--- config.mk ---
export PLATFORM = sky130hd
export DESIGN_NAME = delay
export DESIGN_NICKNAME = d
export VERILOG_FILES = /design/src/rtl/delay.sv
export SDC_FILE = /design/constraint.sdc
export NUM_CORES = 1
export LEC_CHECK = 0
export CAP_MARGIN = 20
export CORE_MARGIN = 2
export CORE_UTILIZATION = 30
export CTS_CLUSTER_SIZE = 24
export DETAILED_ROUTE_END_ITERATION = 6
export SKIP_CTS_REPAIR_TIMING = 1
export SYNTH_ARGS = -nofsm -noshare
export SYNTH_HDL_FRONTEND = slang
export SYNTH_SLANG_ARGS = --single-unit
--- constraint.sdc ---
create_clock -name clk -period 1.17 [get_ports clk]
set_input_delay 0.234 -clock clk [delete_from_list [all_inputs] [get_ports clk]]
set_output_delay 0.234 -clock clk [all_outputs]
set_load 0.01 [all_outputs]
--- src/rtl/delay.sv ---
// delay: fixed-latency data delay built as a circular buffer ("FIFO") or a flop chain ("REGISTERS")
module delay #(
   parameter string DELAY_TYPE   = "FIFO",
   parameter int    DATA_WIDTH   = 8,
   parameter int    DELAY_CYCLES = 4
) (
   input  logic                  clk,
   input  logic                  rst,
   input  logic [DATA_WIDTH-1:0] din,
   output logic [DATA_WIDTH-1:0] dout,
   output logic                  data_valid
);
   localparam int CW = $clog2(DELAY_CYCLES + 1);
   logic [CW-1:0]         cnt;
   logic [DATA_WIDTH-1:0] src;
   logic                  valid_next;
   // dout stays zero until the first post-reset sample arrives, hiding stale buffer contents
   assign valid_next = data_valid | (cnt == CW'(DELAY_CYCLES - 1));
   always_ff @(posedge clk) begin
      if (rst) begin
         cnt        <= '0;
         data_valid <= 1'b0;
         dout       <= '0;
      end else begin
         cnt        <= valid_next ? cnt : cnt + CW'(1);
         data_valid <= valid_next;
         dout       <= valid_next ? src : '0;
      end
   end
   if (DELAY_CYCLES < 1) begin : g_bad_len
      $error("delay: DELAY_CYCLES must be >= 1");
   end
   if (DELAY_TYPE != "FIFO" && DELAY_TYPE != "REGISTERS") begin : g_bad_type
      $error("delay: DELAY_TYPE must be FIFO or REGISTERS");
   end
   if (DELAY_CYCLES == 1) begin : g_direct
      assign src = din;
   end else if (DELAY_TYPE == "FIFO") begin : g_fifo
      localparam int N  = DELAY_CYCLES - 1;
      localparam int PW = N > 1 ? $clog2(N) : 1;
      logic [DATA_WIDTH-1:0] mem [N];
      logic [PW-1:0]         ptr;
      // read-before-write at one address gives exactly N buffered samples
      assign src = mem[ptr];
      always_ff @(posedge clk) ptr <= (rst || ptr == PW'(N - 1)) ? '0 : ptr + PW'(1);
      always_ff @(posedge clk) mem[ptr] <= din;
   end else begin : g_regs
      logic [DATA_WIDTH-1:0] stage [DELAY_CYCLES-1];
      assign src = stage[DELAY_CYCLES-2];
      always_ff @(posedge clk) begin
         if (rst) begin
            stage <= '{default: '0};
         end else begin
            stage[0] <= din;
            for (int i = 1; i < DELAY_CYCLES - 1; i++) stage[i] <= stage[i-1];
         end
      end
   end
endmodule

; ---- Word level (Yosys, flattened, before mapping)
; Memory sizes are Yosys's and may differ from the RTL's. A register that Yosys moved wholly into a read port is not among the register bits.
; Index checks and enable logic that the tools add are counted.
[classes]
n_addsub = 2
eq_ne = 2
bitwise_logic = 2
n_reduce_logical = 2
[op_table]
columns = operator, n
row1 = "adder 3 x 1 -> 3 bit, second input constant", 1
row2 = "== test 3 x 2 -> 1 bit, second input constant", 1
row3 = "adder 2 x 1 -> 2 bit, second input constant", 1
row4 = "== test 2 bit, second input constant", 1
row5 = OR reduction 2 bit, 1
row6 = logical OR 1 bit, 1
row7 = inverter 1 bit, 1
row8 = OR 1 bit, 1
[totals]
regBits = 6
ram_bits = 24
mem_count = 1
[memory_table]
columns = memory, words, width, rd, rd_ports_with_merged_regs, wr, line_no
row1 = g_fifo.mem, 3, 8, 1, 1, 1, 41  ; logic [DATA_WIDTH-1:0] mem [N];

; ---- Logic depth before layout (Yosys ltp)
; Gate-level depths: netlist of run 1.
[logic_depth]
ltp_word = 4
depth_mapped = 4

; ---- Worst setup path after synthesis of run 1
; OpenSTA, ideal clock, no wires.
[synth_path]
kind = register to register
startpoint = register cnt[0]
endpoint = register cnt[2]
setup_time_ns = 0.070
arrival_ns = 1.192
slack_ns = -0.091
stages_incl_launch_ff = 5
n_path_buf = 0
synth_period_minus_slack_ns = 1.261
cell_sequence = dfxtp_1 > ha_1 > ha_1 > or3_1 > a21oi_1
[synth_via]
elab_chain_cells = 2
[synth_rtl]
columns = item, line_no
row1 = "start, declared", 14  ; logic [CW-1:0] cnt;
row2 = "start signal, assigned", 25  ; cnt <= valid_next ? cnt : cnt + CW'(1);
row3 = "parallel branches: the longest is 2 deep, another holds adder 3 x 1 -> 3 bit", n/a
; Several ways; the timed one is not identified.
; A chain may end at the register's enable or synchronous reset.

; ---- Worst setup path in the final report of run 1
[layout_path]
startpoint = register cnt[0]
endpoint = register cnt[1]
; The elaborated chain is that of the path after synthesis.

==> metrics.md, run 1 <==
| Metric | Value |
|---|---|
| Grt met1 use | `about a tenth` |
| Root cell of the clock tree | `clkbuf_8` |
| Worst Reg-to-Reg Cells | `4` |
| Count of final setup violators | `3` |
| CP bufs+invs | `0` |
| Status | `finished, violations left` |
| Clock Path Buffers | `2` |
| #FFs+latches synth | `38` |
| Total grt overflow | `0` |
| Slew Viols, Final | `0` |
| H-tree depth | `2` |
| Mapped cell area | `1360 um2` |
| Slowest stage delay, CP | `0.37 ns` |
| Slew headroom | `81.1%` |
| Vias per inst | `around 4.5` |
| Post-route design area | `approximately 1800 um2` |
| Antenna Cells | `0` |
| Syn. warnings | `0` |
| Register area share after synthesis | `between 70% and 80%` |
| Placed instance count | `164` |
| Leakage | `0.803 nW` |
| Worst Setup End Kind | `register` |
| CP most frequent cell | `ha_4` |
| Pwr Density | `between 1500 and 2000 nW/um2` |
| Hold Fails Final Rpt | `0` |
| Placed cell area | `~1700 um2` |
| I/O Buffers | `18` |
| Share of cells above drive strength 1 | `between 20 and 30%` |
| Worst-Margin Slew | `0.281 ns` |
| # fillers | `386` |
| Kind of cell adding the most delay to the critical path | `simple AND/OR/NAND/NOR gates` |
| CP max-delay cell | `or3b_4` |
| Violated checks | `setup timing` |
| CP startpoint kind | `register` |
| Via count | `a little under 800` |
| Wire per inst | `between 10 and 15 um` |
| Core area | `roughly 4400 um2` |
| Post-synth cell types | `16` |
| DR iter-0 viols | `22` |
| Max FO, Critical Path | `7` |
| DRT Pass-1 Iters | `2` |
| VDD IR-drop max | `slightly below 0.0008 V` |
| CP Depth | `4` |
| Clk pin slew, worst setup/hold paths | `about 0.070 ns` |
| Worst Hold Depth | `2` |
| Pin count of the biggest net entering global routing | `12` |
| Non-filler cells in the finished layout | `~170` |
| Unrepaired setup endpoints after global routing | `true` |
| Syn avg cell area | `16.1 um2` |
| Ports | `19` |
| Rows | `24` |
| Max-cap violation count | `0` |
| Worst Hold Class | `register to register` |
| Setup Crit Path Kind | `register to register` |
| Clock Latency Late Sink | `a little under 0.3 ns` |
| Starting Density | `a little under a third` |
| Final WS setup | `-0.0676 ns` |
| Post-Syn Instances | `84` |
| M3 GR Usage | `5.27%` |
| Vias in the first global route | `815` |
| Post-Syn Nets | `between 90 and 100` |
| Max Freq | `about 0.81 GHz` |
| Worst clock skew | `0.00273 ns` |
| Die area | `5070 um2` |
| Tot GR Track Use | `a little over a tenth` |
| DR DRC count | `0` |
| Met2 Track Usage GR | `between 10% and 20%` |
| CTS tree | `done` |
| Worst EP arrival | `roughly 1.5 ns` |
| CTS buffer count | `5` |
| Area Overhead vs Synth | `35.4%` |
| Final period util | `106%` |
| WL final | `2.31 mm` |
| Die Y | `about 71 um` |
| Initial antenna violation count | `0` |
| First-pass GRT wire length | `approximately 3.9 mm` |
| Final Net Count | `between 100 and 150` |
| Grt peak-use layer | `met2` |
| Clk sinks | `38` |
| CP Data Required Time | `around 1.4 ns` |
| DPL Wire Length | `1.64 mm` |
| Cell breakdown of the critical path | `ha_4 -> ha_4 -> or3b_4 -> a21oi_2` |
| Routability Congestion | `around 0.73` |
| Final antenna-violating net count | `0` |
| Final Critical Period | `between 1 and 1.5 ns` |
| Die W | `between 70 and 80 um` |
==> metrics by stage <==
| stage | setup slack (ns) | utilization (%) | TNS [ns] | total power, mW | hold slack [ns] |
|---|---|---|---|---|---|
| after global routing | -0.122 | 42.1 | -0.318 | 3.61 | 0.550 |
| after global placement | -0.0797 | 39.1 | -0.729 | 2.49 | 0.460 |
| after CTS | -0.231 | 40.9 | -3.58 | 3.39 | 0.476 |
| final | -0.0676 | 42.1 | -0.192 | 3.40 | 0.517 |
| after floorplan | -0.00807 | - | -0.00807 | 2.18 | 0.296 |
| after detailed placement | -0.100 | 39.1 | -1.46 | 2.55 | 0.468 |
==> synth_stat cells, drive strengths merged <==
library cell,count,area (um2)
a21oi,3,15.0
nor3b,1,7.51
ha,5,62.6
or3,2,12.5
inv,4,15.0
nor2b,8,50.1
or3b,1,8.76
o21bai,1,11.3
edfxtp,24,721
a211oi,8,60.1
buf,1,11.3
nor3,1,5.00
mux2i,8,80.1
dfxtp,14,280
o21ai,3,15.0
==> sequential cells by signal (all words and copies together) (netlist names) <==
register,flops
g_fifo.mem,24
dout,8
g_fifo.ptr,2
cnt,3
data_valid,1
==> cell usage in the layout, fill, tap and decap left out, drive strengths merged <==
cell type / count
buf: 11
clkbuf: 6
nor2b: 8
a211oi: 8
inv: 4
o21bai: 1
mux2i: 8
o21ai: 3
ha: 5
clkdlybuf4s50: 9
nor3b: 1
dlymetal6s2s: 9
nor3: 1
dfxtp: 14
clkinv: 2
or3b: 1
or3: 2
a21oi: 3
edfxtp: 24
==> kinds of logic after synthesis <==
kind of cell / Yosys count / synth area share (%)
flops: 38 / 73.9
compound gates: 15 / 7.48
simple gates: 13 / 6.19
mux: 8 / 5.91
buf+inv: 5 / 1.94
fa+ha+maj: 5 / 4.62
==> where the power goes <==
part / switching [mW] / internal, mW / leakage [nW]
Clock: 0.435 / 0.409 / 0.0426
Sequential: 0.0856 / 1.68 / 0.343
Combinational: 0.360 / 0.438 / 0.418
==> metal layers <==
layer | share of wire [%] | vias up
met2 | 55 | 15
met1 | 38 | 373
met4 | 2.3 | 0
met5 | 0 | -
li1 | - | 384
met3 | 4.9 | 5
==> final cells by class <==
cell class              count  area [um2]  area share [%]
well taps                  52        65.1            3.55
multi-input cells          41         384            20.9
flip-flops and latches     38        1000            54.7
clock inverters             2        8.76           0.477
inverters                   4        15.0           0.819
clock buffers               6        72.6            3.96
repair buffers             29         285            15.6
==> worst reg2reg max path: stages, from the launching register on <==
cell and delay [ns]:
dfxtp_2 0.34, ha_4 0.16, ha_4 0.18, or3b_4 0.37, a21oi_2 0.13
==> worst paths after layout <==
kind / startpoint / endpoint / slack (ns)
worst min-delay path: cnt[2] / cnt[2] / 0.52
worst min register to register: cnt[2] / cnt[2] / 0.52
worst max register to register: cnt[0] / cnt[1] / -0.07
worst max-delay path: cnt[0] / cnt[1] / -0.07
Note: power is estimated with default switching activity, not from simulation.
==> inputs of run 2 (changes only) <==
- ABC_AREA: not set -> 1
- SLEW_MARGIN: not set -> 30
==> run 2 against run 1 <==
  * The run now ends clean
  * Core utilization is 0.10 points lower
  * Area after synthesis is 9.2% higher
  * Setup slack better by 0.13 ns
  * Non-clock buffer count stayed put
  * Design area is 8.9% higher
  * Die area is 8.7% higher
  * Wire length is 9.8% higher
  * Hold slack worse by 0.016 ns
  * Sequential share of layout area is 4.5 points lower
  * Clock power is 23% higher
  * Final cell count is 41% higher
  * Largest power group unchanged
==> metrics.md, run 2 <==
| Metric | Value |
|---|---|
| CP startpoint kind | `register` |
| DR iter-0 viols | `43` |
| Worst-Margin Slew | `0.250 ns` |
| Post-synthesis simple-gate area fraction | `about 20%` |
| Post-Syn Instances | `143` |
| Commonest non-fill, non-tap cell in the layout | `nand2_1` |
| Setup Crit Path Kind | `register to register` |
| H-tree depth | `2` |
| # fillers | `483` |
| Mapped cell area | `between 1000 and 1500 um2` |
| Reg area | `1000 um2` |
| Post-synthesis adder-cell area fraction | `about 4.2%` |
| Initial antenna violation count | `0` |
| DRT Pass-1 Iters | `4` |
| Max FFs per register | `24` |
| Final period util | `a little over nine tenths` |
| Syn avg cell area | `about 10 um2` |
| CP max-delay cell | `dfxtp_1` |
| Crit path from | `g_fifo.ptr[1]` |
| Worst Hold Class | `register to register` |
| DR DRC count | `0` |
| Status | `complete, no violations` |
| First-pass GRT wire length | `~4 mm` |
| Core area | `about 4800 um2` |
| Internal power | `~2.7 mW` |
| Wire per inst | `roughly 10 um` |
| Share of cells above drive strength 1 | `16.6%` |
| VDD IR-drop max | `0.000644 V` |
| Rows | `25` |
| Tot GR Track Use | `between 10% and 20%` |
| Regs by FF count | `g_fifo.mem x24, dout x8, cnt x3` |
| Unrepaired setup endpoints after global routing | `true` |
| #FFs+latches synth | `38` |
| Final antenna-violating net count | `0` |
| Syn. warnings | `0` |
| Clk pin slew, worst setup/hold paths | `roughly 0.070 ns` |
| Slowest stage delay, CP | `0.35 ns` |
| Vias in the first global route | `906` |
| Via count | `roughly 970` |
| Post-synthesis mux area share | `0%` |
| Share of Yosys cell area claimed by the top area cell type | `48.7%` |
| Hold_sp | `cnt[2]` |
| Leakage | `between 0.9 and 1 nW` |
| Most flops, register | `g_fifo.mem` |
| Layout Utilization | `a little over two fifths` |
| Die W | `~74 um` |
| Antenna Cells | `0` |
| Worst r2r src | `g_fifo.ptr[1]` |
| Clock Latency Late Sink | `about 0.28 ns` |
| Max-cap violation count | `0` |
| Pin count of the biggest net entering global routing | `12` |
| CTS tree | `done` |
| Sequential power share | `~47%` |
| Final Critical Period | `roughly 1.1 ns` |
| Clock Path Buffers | `2` |
| Routability Congestion | `just under 0.8` |
| Xor/xnor share of the synthesized area | `0%` |
| Count of final setup violators | `0` |
| Top FF cell, synth | `edfxtp_1` |
| Main combinational cell family by area after synthesis | `simple AND/OR/NAND/NOR gates` |
| Die Y | `between 70 and 80 um` |
| Starting Density | `31.1%` |
| Total net switching power | `between 1 and 1.5 mW` |
| Pwr Density | `1870 nW/um2` |
| Post-synth cell types | `15` |
| Logic pwr share | `approximately 25%` |
| Register area share after synthesis | `between 60 and 70%` |
| Max Freq | `0.901 GHz` |
| Final Net Count | `190` |
| Total grt overflow | `0` |
| I/O Buffers | `18` |
| Switching part of the total | `between 20% and 30%` |
| Root cell of the clock tree | `clkbuf_8` |
| Die area | `5510 um2` |
| DPL Wire Length | `between 1.5 and 2 mm` |
| EDFF count, synth | `24` |
| Worst EP arrival | `1.08 ns` |
| Commonest cells after routing, fill and taps aside | `nand2_1 (30), nor2_1 (29), edfxtp_1 (24), inv_1 (22), dfxtp_1 (12)` |
| Area fraction in compound gates after synthesis | `0%` |
| Clk sinks | `38` |
| Max FO, Critical Path | `8` |
| Hold Fails Final Rpt | `0` |
| Synth cell count leaders | `nand2_1 (31), nor2_1 (31), edfxtp_1 (24)` |
| Worst Setup End Kind | `register` |
| Post-Syn Nets | `about 160` |
| Post-synth ARST share | `0%` |
| Hold_ws | `0.501 ns` |
| Vias per inst | `~4` |
| CP Data Required Time | `about 1.1 ns` |
| Ports | `19` |
| Worst clock skew | `0.00666 ns` |
| Cell breakdown of the critical path | `inv_2 -> ha_2` |
| WL final | `about 2.5 mm` |
| CTS buffer count | `5` |
| CP bufs+invs | `1` |
| Clock network power share | `between 20 and 30%` |
| Synth top area cells | `edfxtp_1 (49%), dfxtp_1 (19%), nand2_1 (7.9%)` |
| Multi-input gate area | `between 400 and 500 um2` |
| Kind of cell adding the most delay to the critical path | `flip-flops` |
| Slew headroom | `83.3%` |
| Largest area contributor in the netlist | `edfxtp_1` |
| Slew Viols, Final | `0` |
| Area Overhead vs Synth | `35.0%` |
run 2: cell types whose count changed after synthesis, sizes merged, moves of 8 or more:
cell	previous run	this run
inv	4	23
a211oi	8	0
nor2b	8	0
nand3	0	8
nor2	0	32
mux2i	8	0
nand2	0	31
run 2: worst reg2reg max path, delay by kind of cell (launching register included):
family	cells	cell delay, ns
buffers and inverters	1	0.11
flip-flops	1	0.35
adder cells (fa/ha/maj)	1	0.34
run 2: layout make-up:
class                           count  area share (%)
Clock buffer                        5            3.44
Clock inverter                      2            1.69
Inverter                           23            4.32
Multi-Input combinational cell     78            21.2
Sequential cell                    38            50.2
Tap cell                           67            4.20
Timing Repair Buffer               29            14.9
run 2: per-stage QoR:
step | TNS [ns] | std cells | setup slack [ns] | instance area, um2 | power (mW)
floorplan | -0.780 | 143 | -0.0409 | 1490 | 2.31
global placement | -1.35 | 235 | -0.0747 | 1810 | 2.63
detailed placement | -1.66 | 235 | -0.0858 | 1810 | 2.64
CTS | -3.81 | 242 | -0.216 | 1910 | 3.68
global route | -0.0161 | 242 | -0.00660 | 2000 | 3.99
finish | 0 | 242 | 0.0604 | 2000 | 3.74
run 2: cell families (layout without fill, tap and decap cells):
family                   count (synthesis)  count (layout)
AND/OR/NAND/NOR                         73              73
flip-flops                              38              38
buffers and inverters                   27              59
adder cells (fa/ha/maj)                  5               5
run 2: metal layers:
layer | up-vias | share of wire (%) | track usage (%)
met3 | 5 | 5.7 | 4.47
met5 | - | 0 | 0
li1 | 504 | - | -
met4 | 0 | 2.1 | 5.36
met1 | 438 | 45 | 12.0
met2 | 21 | 48 | 17.4
run 2: worst paths after layout:
kind                       to  slack (ns)  depth (start not counted)
min reg2reg            cnt[2]        0.50                          2
max reg2reg  g_fifo.mem[1][4]        0.06                          2
max          g_fifo.mem[1][4]        0.06                          2
min                    cnt[2]        0.50                          2
run 2: power groups by stage:
stage               clock [mW]  combinational, mW  sequential, mW
floorplan                    0              0.522            1.79
global placement             0              0.843            1.78
detailed placement           0              0.850            1.79
CTS                       1.07              0.854            1.76
global route              1.12               1.07            1.80
finish                    1.04              0.940            1.77
==> inputs of run 3 (changes only) <==
- HOLD_SLACK_MARGIN: not set -> 0.03
==> results of run 3 <==
The final DEF is identical to that of run 2; final timing and power are the same.
